### src/rtl/dmg_div_timer.sv
// DMG DIV/TIMA/TMA/TAC timer: free-running divider, timer counter with
// delayed TMA reload, timer interrupt request and 16 Hz oscillator tap.
module dmg_div_timer #(
  parameter int unsigned DIV_WIDTH    = 18,
  parameter int unsigned SLOW_TAP     = 17,
  parameter int unsigned RELOAD_TICKS = 4
) (
  input  logic       CLK,
  input  logic       RESET,
  input  logic       CLK_ENA,
  input  logic       SEL,
  input  logic [1:0] ADDR,
  input  logic       WR,
  input  logic [7:0] DIN,
  output logic [7:0] DOUT,
  output logic       IRQ_TIMER,
  input  logic       IRQ_CLR,
  output logic       SIXTEEN_HZ
);

  localparam int unsigned WCNT_W = (RELOAD_TICKS > 1) ? $clog2(RELOAD_TICKS) : 1;

  typedef enum logic [1:0] {
    ST_IDLE,
    ST_WAIT,
    ST_RELOAD
  } state_e;

  state_e                state_q, state_d;
  logic [DIV_WIDTH-1:0]  cnt_q, cnt_d;
  logic [7:0]            tima_q, tima_d;
  logic [7:0]            tma_q, tma_d;
  logic [2:0]            tac_q, tac_d;
  logic [WCNT_W-1:0]     wcnt_q, wcnt_d;
  logic                  sig_q, sig_d;
  logic                  irq_q, irq_d;
  logic                  hz_q, hz_d;

  logic wr_en, wr_div, wr_tima, wr_tma, wr_tac;
  logic tap_bit, fall;

  assign wr_en   = SEL & WR;
  assign wr_div  = wr_en & (ADDR == 2'd0);
  assign wr_tima = wr_en & (ADDR == 2'd1);
  assign wr_tma  = wr_en & (ADDR == 2'd2);
  assign wr_tac  = wr_en & (ADDR == 2'd3);

  // Divider bit selected by the TAC clock-select field.
  always_comb begin
    tap_bit = 1'b0;
    case (tac_q[1:0])
      2'b00:   tap_bit = cnt_q[9];
      2'b01:   tap_bit = cnt_q[3];
      2'b10:   tap_bit = cnt_q[5];
      default: tap_bit = cnt_q[7];
    endcase
  end

  // Timer input and its falling edge; write-induced drops count too.
  assign sig_d = tac_q[2] & tap_bit;
  assign fall  = sig_q & ~sig_d;

  // Next-state logic for divider, registers and the reload sequencer.
  always_comb begin
    state_d = state_q;
    cnt_d   = cnt_q;
    tima_d  = tima_q;
    tma_d   = tma_q;
    tac_d   = tac_q;
    wcnt_d  = wcnt_q;
    irq_d   = irq_q;

    if (wr_div) begin
      cnt_d = '0;
    end else if (CLK_ENA) begin
      cnt_d = cnt_q + DIV_WIDTH'(1);
    end

    if (wr_tac) tac_d = DIN[2:0];
    if (wr_tma) tma_d = DIN;
    if (IRQ_CLR) irq_d = 1'b0;

    case (state_q)
      ST_RELOAD: begin
        // tma_d already carries a same-cycle TMA write
        tima_d  = tma_d;
        irq_d   = 1'b1;
        state_d = ST_IDLE;
      end
      default: begin
        if (wr_tima) begin
          tima_d  = DIN;
          state_d = ST_IDLE;
        end else begin
          if ((state_q == ST_WAIT) && CLK_ENA) begin
            if (wcnt_q == '0) begin
              state_d = ST_RELOAD;
            end else begin
              wcnt_d = wcnt_q - WCNT_W'(1);
            end
          end
          if (fall) begin
            if ((state_q == ST_IDLE) && (tima_q == 8'hFF)) begin
              tima_d  = 8'h00;
              state_d = ST_WAIT;
              wcnt_d  = WCNT_W'(RELOAD_TICKS - 1);
            end else begin
              tima_d = tima_q + 8'd1;
            end
          end
        end
      end
    endcase

    hz_d = cnt_d[SLOW_TAP];
  end

  // State registers with synchronous reset.
  always_ff @(posedge CLK) begin
    if (RESET) begin
      state_q <= ST_IDLE;
      cnt_q   <= '0;
      tima_q  <= '0;
      tma_q   <= '0;
      tac_q   <= '0;
      wcnt_q  <= '0;
      sig_q   <= 1'b0;
      irq_q   <= 1'b0;
      hz_q    <= 1'b0;
    end else begin
      state_q <= state_d;
      cnt_q   <= cnt_d;
      tima_q  <= tima_d;
      tma_q   <= tma_d;
      tac_q   <= tac_d;
      wcnt_q  <= wcnt_d;
      sig_q   <= sig_d;
      irq_q   <= irq_d;
      hz_q    <= hz_d;
    end
  end

  // Read mux; unselected bus reads as all ones.
  always_comb begin
    DOUT = 8'hFF;
    if (SEL) begin
      case (ADDR)
        2'd0:    DOUT = cnt_q[15:8];
        2'd1:    DOUT = tima_q;
        2'd2:    DOUT = tma_q;
        default: DOUT = {5'b11111, tac_q};
      endcase
    end
  end

  assign IRQ_TIMER  = irq_q;
  assign SIXTEEN_HZ = hz_q;

endmodule

### config.mk
export PLATFORM = sky130hd
export DESIGN_NAME = dmg_div_timer
export DESIGN_NICKNAME = d
export VERILOG_FILES = /design/src/rtl/dmg_div_timer.sv
export SDC_FILE = /design/constraint.sdc
export NUM_CORES = 1
export LEC_CHECK = 0
export CORE_MARGIN = 2
export CORE_UTILIZATION = 45
export DETAILED_ROUTE_END_ITERATION = 16
export PLACE_DENSITY_LB_ADDON = 0.25
export SETUP_SLACK_MARGIN = 0.15
export SLEW_MARGIN = 20
export SYNTH_ARGS = -nofsm -noshare
export SYNTH_HDL_FRONTEND = slang
export SYNTH_SLANG_ARGS = --single-unit
### constraint.sdc
create_clock -name CLK -period 2.5 [get_ports CLK]
set_clock_uncertainty 0.2 [all_clocks]
set_input_delay 0.5 -clock CLK [delete_from_list [all_inputs] [get_ports CLK]]
set_output_delay 0.5 -clock CLK [all_outputs]
set_load 0.05 [all_outputs]
Yosys cells after proc, flatten, opt, wreduce, memory -nomap -nowiden

Cells that the tools add are included.

Word-level logic and storage cells: 59
Flip-flop bits (word level): 43
Output and inout bits: 10
Input bits: 16

Mux-type cells: 18
Equality and inequality tests: 8
$add $sub $neg: 3
Bitwise operators: 10
Reductions and logical operators: 11

Operator list:

| operator                                             | count |
|---|---|
| two-way mux 8 bit                                    | 6 |
| case mux 8 bit (3 select lines)                      | 1 |
| adder 18 x 1 -> 18 bit (second input constant)       | 1 |
| two-way mux 2 bit                                    | 8 |
| adder 8 x 1 -> 8 bit (second input constant)         | 1 |
| equality test 2 bit (second input constant)          | 4 |
| equality test 8 bit (second input constant)          | 1 |
| zero test 2 bit                                      | 4 |
| AND 1 bit                                            | 7 |
| equality test 2 x 1 -> 1 bit (second input constant) | 3 |
| NOT 1 bit                                            | 3 |
| case mux 1 bit (3 select lines)                      | 1 |
| nonzero test 3 bit                                   | 1 |
| OR reduction 3 bit                                   | 1 |
| logical AND 1 bit                                    | 2 |
| two-way mux 1 bit                                    | 2 |
| AND reduction 2 bit                                  | 1 |
| nonzero test 2 bit                                   | 1 |
| OR reduction 2 bit                                   | 1 |
| subtractor 2 x 1 -> 2 bit (second input constant)    | 1 |

Longest topological paths before layout

Gate-level depths: netlist (run 1).

Depth after elaboration: 8
Depth in mapped cells: 7

Worst setup path after synthesis (run 1)

OpenSTA, ideal clock, no wires.

Path kind: input -> output
Start: input port ADDR[1]
End: output port DOUT[2]
Required time: 1.800 ns
Stages on the path: 4
Buffers on the path: 2
Path slack: 0.097 ns
Data arrival time: 1.703 ns
Cell sequence: buf_4 > buf_2 > mux4_2 > nand2b_1

Cells in the longest elaborated chain, start to end: 3

RTL lines:

| element                                     | line | source |
|---|---|---|
| from (decl)                                 | 12   | `input logic [1:0] ADDR,` |
| equality test 2 bit (tied with other cells) | 147  | `case (ADDR)` |
| case mux 8 bit (3 select lines) *           | 147  |  |
| two-way mux 8 bit *                         | 146  | `if (SEL) begin` |
| to (decl)                                   | 15   | `output logic [7:0] DOUT,` |

Mark *: on every way between the ends. The rest lies on a longest branch, timed or not.

Worst setup path in the final report (run 1)

Start: input port SEL
End: output port DOUT[6]

Cells in the longest elaborated chain, start to end: 1

RTL lines:

| element           | line | source |
|---|---|---|
| from (decl)       | 11   | `input logic SEL,` |
| two-way mux 8 bit | 146  |  |

Every way passes these cells.

==> out/metrics.cfg, run 1 <==
[timing]
finalCritPeriodShare_pct = 91.7
slew_violations = 0
setup_viol = 0
max_freq_mhz = 436
fin_setup_tns_ns = 0
fin_ws_ns = 0.206
max_slew_margin_pct = 66.1
finalHoldViolCount = 0
period_minus_slack_ns = 2.29
grt_setup_unrepaired = no
tightest_slew_ns = 0.508

[placement]
dp.cells = 371
globalplace.congestion = 0.835
place_ws_ns = -0.258
portBuffers = 25
dp_hpwl_mm = 4.27

[cts]
cts_hold_buf = 0
htree_num_levels = 2
cts_buffers = 5
cts.sinks = 43
cts_buffer_depth = 2
post_cts_resized = 6
clock-root-buffer = clkbuf_8
clk_pin_slew_ns = 0.08
worstSkewPairLatency_ns = 0.30
cts_tree = built
cts_setup_buffers = 0

[floorplan]
die_h_um = 75.1
io_pins = 26
die_area_um2 = 5640
row_count = 25
core_um2 = 4790
start_util_pct = 47.5
die_w_um = 75.1

[grt]
grt_overflow = 0
grt_pass1_vias = 1950
grt_pass1_wl_mm = 9.14
antenna_found_initial = 0
track_usage_pct = 21.7
grt_max_degree = 24

[run]
maxCapViolCount = 0

[setup_path]
r2r-end = tima_q[0]
endpoint_kind = output pin
cp.required_ns = 1.80
cp_max_fo = 7
worst-r2r-cell-count = 7
start_kind = input port
r2r-start = tima_q[0]
r2r_setup_slack_ns = 0.44
critPathArrivalTime_ns = 1.59
path_class = in -> out

[routing]
detail-route-antenna-nets = 0
wl_per_cell_um = 14.8
m1WireLength_mm = 2.59
wl_met3_um = 260
vias_per_cell = 5.51
dr.first_iter.drc_count = 118
remaining_drc_errors = 0
routed_wl_mm = 5.63
wl_met2_mm = 2.67
top_layer = met4
vias = 2089
firstDrtPassIters = 5

[synth]
synth_area_leaders = dfxtp_1, nand2_1, nor2_1
synthTopCellsByCount = dfxtp_1, nand2_1, nor2_1
synthCells = 266
ys_seq_area_share_pct = 37.8
synth_top_area_cell = dfxtp_1
synthesis.area_um2 = 2270
syn-num-nets = 284
synth_edf_count = 0
yosys.area.top_type_share_pct = 37.8
synth_cell_types = 54
yosysWarnings = 0
ys_ff_latch = 43
async_flop_share_pct = 0
syn_area_per_cell_um2 = 8.55
synth_most_common_cell = dfxtp_1
synth_flop_cell = dfxtp_1

[final_layout]
n_antenna_cell = 0
post-route-util_pct = 59.5
nets = 329
synthToLayoutAreaGrowth_pct = 25.2
drive_gt1_share_pct = 17.0
final_cells = 379

[min_path]
whs_path_depth = 2
hold_end = tma_q[2]
hold_class = reg -> reg
min_from = tma_q[2]

[pwr]
p_per_area_nw_per_um2 = 512
finalPower_mw = 1.46
p_leak_nw = 1.06
vdd_ir_drop_max_mv = 0.413

[outcome]
outcome = finished, final reports clean

==> cell type report <==
class                      count  area, um2
fill                         437       1940
multi-input combinational    207       1340
sequential                    43        861
timing repair buffer          48        422
tap                           67       83.8
clock buffer                   6       82.6
clock inverter                 2       38.8
inverter                       6       22.5
==> worst max path at each step <==
stage | start | to | slack [ns]
floorplan | ADDR[1] | DOUT[2] | 0.17
global placement | ADDR[1] | DOUT[1] | -0.24
detailed placement | ADDR[1] | DOUT[0] | -0.26
CTS | SEL | DOUT[6] | 0.23
global route | tima_q[0] | DOUT[0] | 0.17
finish | SEL | DOUT[6] | 0.21
==> layout by cell type, fill, tap and decap left out, drive strengths merged, types with 2 or more instances in the layout <==
master | Yosys | final
o22a | 2 | 2
a21oi | 18 | 18
and4 | 2 | 2
nand2 | 35 | 35
nor4 | 2 | 2
xnor2 | 12 | 12
mux2i | 8 | 8
o31ai | 3 | 3
inv | 6 | 7
mux2 | 4 | 4
nor2b | 2 | 2
o221ai | 3 | 3
nand2b | 8 | 8
o21ai | 6 | 6
and3 | 2 | 2
mux4 | 3 | 3
clkbuf | 2 | 6
buf | 8 | 32
ha | 2 | 2
o22ai | 6 | 6
clkdlybuf4s50 | 0 | 15
and2 | 2 | 2
nand4 | 5 | 5
nor2 | 34 | 34
a211oi | 3 | 3
nor3 | 8 | 8
dfxtp | 43 | 43
xor2 | 8 | 8
nand3 | 13 | 13
==> worst max-delay path, cell delays in order <==
cell,delay (ns)
clkdlybuf4s50_1,0.63
buf_4,0.20
nand2_1,0.09
buf_12,0.16
==> sequential cells by signal, summed over array words and instances (netlist names) <==
| name | count |
|---|---|
| IRQ_TIMER | 1 |
| wcnt_q | 2 |
| tac_q | 3 |
| cnt_q | 18 |
| tima_q | 8 |
| sig_q | 1 |
| tma_q | 8 |
| state_q | 2 |
==> cell families (layout without fill, tap and decap cells) <==
kind of cell	Yosys count	in the layout	share of synthesized area [%]
AOI/OAI and AO/OA	48	48	13.9
xor gates and xnor gates	20	20	7.70
adders and majority gates	2	2	1.10
buffers and inverters	16	62	3.41
DFF	43	43	37.8
muxes	15	15	8.80
and+or+nand+nor	122	122	27.2
==> per-stage QoR <==
step	hold WS [ns]	cell area, um2
after floorplan	0.245	2280
after global placement	0.262	2730
after detailed placement	0.271	2730
after CTS	0.283	2850
after global routing	0.319	2850
final	0.283	2850
==> report_power, final <==
group	switching [mW]	internal, mW
clock	0.249	0.328
sequential	0.0119	0.694
combinational	0.0967	0.0788
==> routing by layer <==
layer,up-vias,GRT usage [%]
met5,-,0
met4,0,8.13
met3,9,4.02
met2,51,37.0
met1,985,27.3
li1,1044,-
No activity file was read; power rests on OpenSTA's default activity.
==> run 2, diff against run 1 <==
--- a/config.mk
+++ b/config.mk
@@ -8,6 +8,7 @@
 export CORE_MARGIN = 2
 export CORE_UTILIZATION = 45
 export DETAILED_ROUTE_END_ITERATION = 16
+export DONT_BUFFER_PORTS = 1
 export PLACE_DENSITY_LB_ADDON = 0.25
 export SETUP_SLACK_MARGIN = 0.15
 export SLEW_MARGIN = 20
==> run 2 against run 1 <==
Die area did not move. Core utilization fell by 9.0 points. Global-route usage fell by 1.4 points. Wire length fell by 5.9%. Flip-flop and latch count did not move. Cell area fell by 15%. Clock-buffer cell count rose by 1. Cell count fell by 12%. Sequential power barely moved. Total power fell by 15%. Combinational power fell by 45%. Non-clock buffer count fell by 44. Highest routed layer unchanged.
==> out/metrics.cfg, run 2 (synthesized netlist as in run 1, its figures left out) <==
[placement]
portBuffers = 0
dp_hpwl_mm = 3.90
globalplace.congestion = 0.881
post_dp_cell_area_um2 = 2340

[timing]
finalCritPeriodShare_pct = 91.5
max_freq_mhz = 437
max_slew_margin_pct = 63.9
setup_viol = 0
fin_setup_tns_ns = 0
period_minus_slack_ns = 2.29
grt_setup_unrepaired = no
tightest_slew_ns = 0.540
slew_violations = 0
finalHoldViolCount = 0

[pwr]
clockPowerShare_pct = 35.0
vdd_ir_drop_max_mv = 0.241
p_leak_nw = 0.835
power.share.sequential_pct = 57.2
p_sw_share_pct = 25.3
p_per_area_nw_per_um2 = 510
p_switching_mw = 0.312
power.internal_mw = 0.922
pwr-share-comb_pct = 7.8

[setup_path]
cp_cell_sequence = mux4_1, nand2b_1
start_kind = register
max_stage_delay_ns = 0.50
cp_max_fo = 7
path_class = reg -> out
crit_slowest_cell = mux4_1
critPathArrivalTime_ns = 1.59
cp.required_ns = 1.80
path_buf_inv = 0
endpoint_kind = output pin
cp_top_family = multiplexers

[routing]
routed_wl_mm = 5.30
wl_per_cell_um = 15.8
dr.first_iter.drc_count = 157
vias = 1927
detail-route-antenna-nets = 0
wl_met3_um = 284
firstDrtPassIters = 4
remaining_drc_errors = 0
vias_per_cell = 5.75
wl_met2_mm = 2.45
m1WireLength_mm = 2.49
top_layer = met4

[cts]
cts.sinks = 43
cts_setup_buffers = 0
cts_tree = built
worstSkewPairLatency_ns = 0.29
cts_hold_buf = 0
post_cts_resized = 0
cts_buffers = 5
clock-root-buffer = clkbuf_8
htree_num_levels = 2
clk_pin_slew_ns = 0.08
cts_buffer_depth = 2

[run]
maxCapViolCount = 0

[floorplan]
core_um2 = 4790
die_w_um = 75.1
die_h_um = 75.1
io_pins = 26
row_count = 25
die_area_um2 = 5640
start_util_pct = 47.5

[grt]
grt_pass1_wl_mm = 8.54
track_usage_pct = 20.3
grt_overflow = 0
grt_pass1_vias = 1697
grt_max_degree = 25
antenna_found_initial = 0

[final_layout]
layout_common_cells = dfxtp_1, nand2_1, nor2_1
n_antenna_cell = 0
synthToLayoutAreaGrowth_pct = 6.27
nets = 285
largest_register = cnt_q
largest_register_ffs = 18
drive_gt1_share_pct = 8.58
top_regs = cnt_q (18), tima_q (8), tma_q (8)
fin_area_um2 = 2420
final_common_cell = dfxtp_1

[outcome]
outcome = finished, final reports clean

[min_path]
hold_class = in -> reg

==> run 2: worst paths after layout <==
check	from	endpoint	slack (ns)	cells after the start
worst max register to register	tima_q[0]	tima_q[7]	0.54	5
worst min-delay path	RESET	IRQ_TIMER	0.06	1
worst max-delay path	tima_q[0]	DOUT[0]	0.21	2
worst min register to register	tma_q[0]	tma_q[0]	0.27	2
==> run 2: layout make-up <==
class                      count  area [um2]
tap                           67        83.8
clock inverter                 1        5.00
fill                         467        2370
timing repair buffer           4        30.0
clock buffer                   7        76.3
inverter                       6        22.5
sequential                    43         861
multi-input combinational    207        1340
==> run 2: power by group through the flow <==
stage          clock network (mW)  registers, mW  logic [mW]
2_1_floorplan                   0          0.718      0.0996
3_3_place_gp                    0          0.721      0.0957
3_5_place_dp                    0          0.721      0.0962
4_1_cts                     0.439          0.705      0.0965
5_1_grt                     0.467          0.707       0.104
6_report                    0.432          0.705      0.0963
==> run 2: metal layers <==
layer | track usage (%) | up-vias
met2 | 30.6 | 53
met4 | 6.55 | 0
met1 | 28.5 | 917
met3 | 5.22 | 7
li1 | - | 950
met5 | 0 | -
==> run 2: metrics by stage <==
step	utilization, %	setup slack, ns	instances	total power, mW	hold WS, ns
after global placement	48.8	0.368	327	0.817	0.262
final	50.5	0.213	335	1.23	0.0640
after global routing	50.5	0.158	335	1.28	0.0557
after detailed placement	48.8	0.367	327	0.817	0.261
after CTS	50.5	0.200	335	1.24	0.0569
after floorplan	-	0.170	266	0.817	0.245
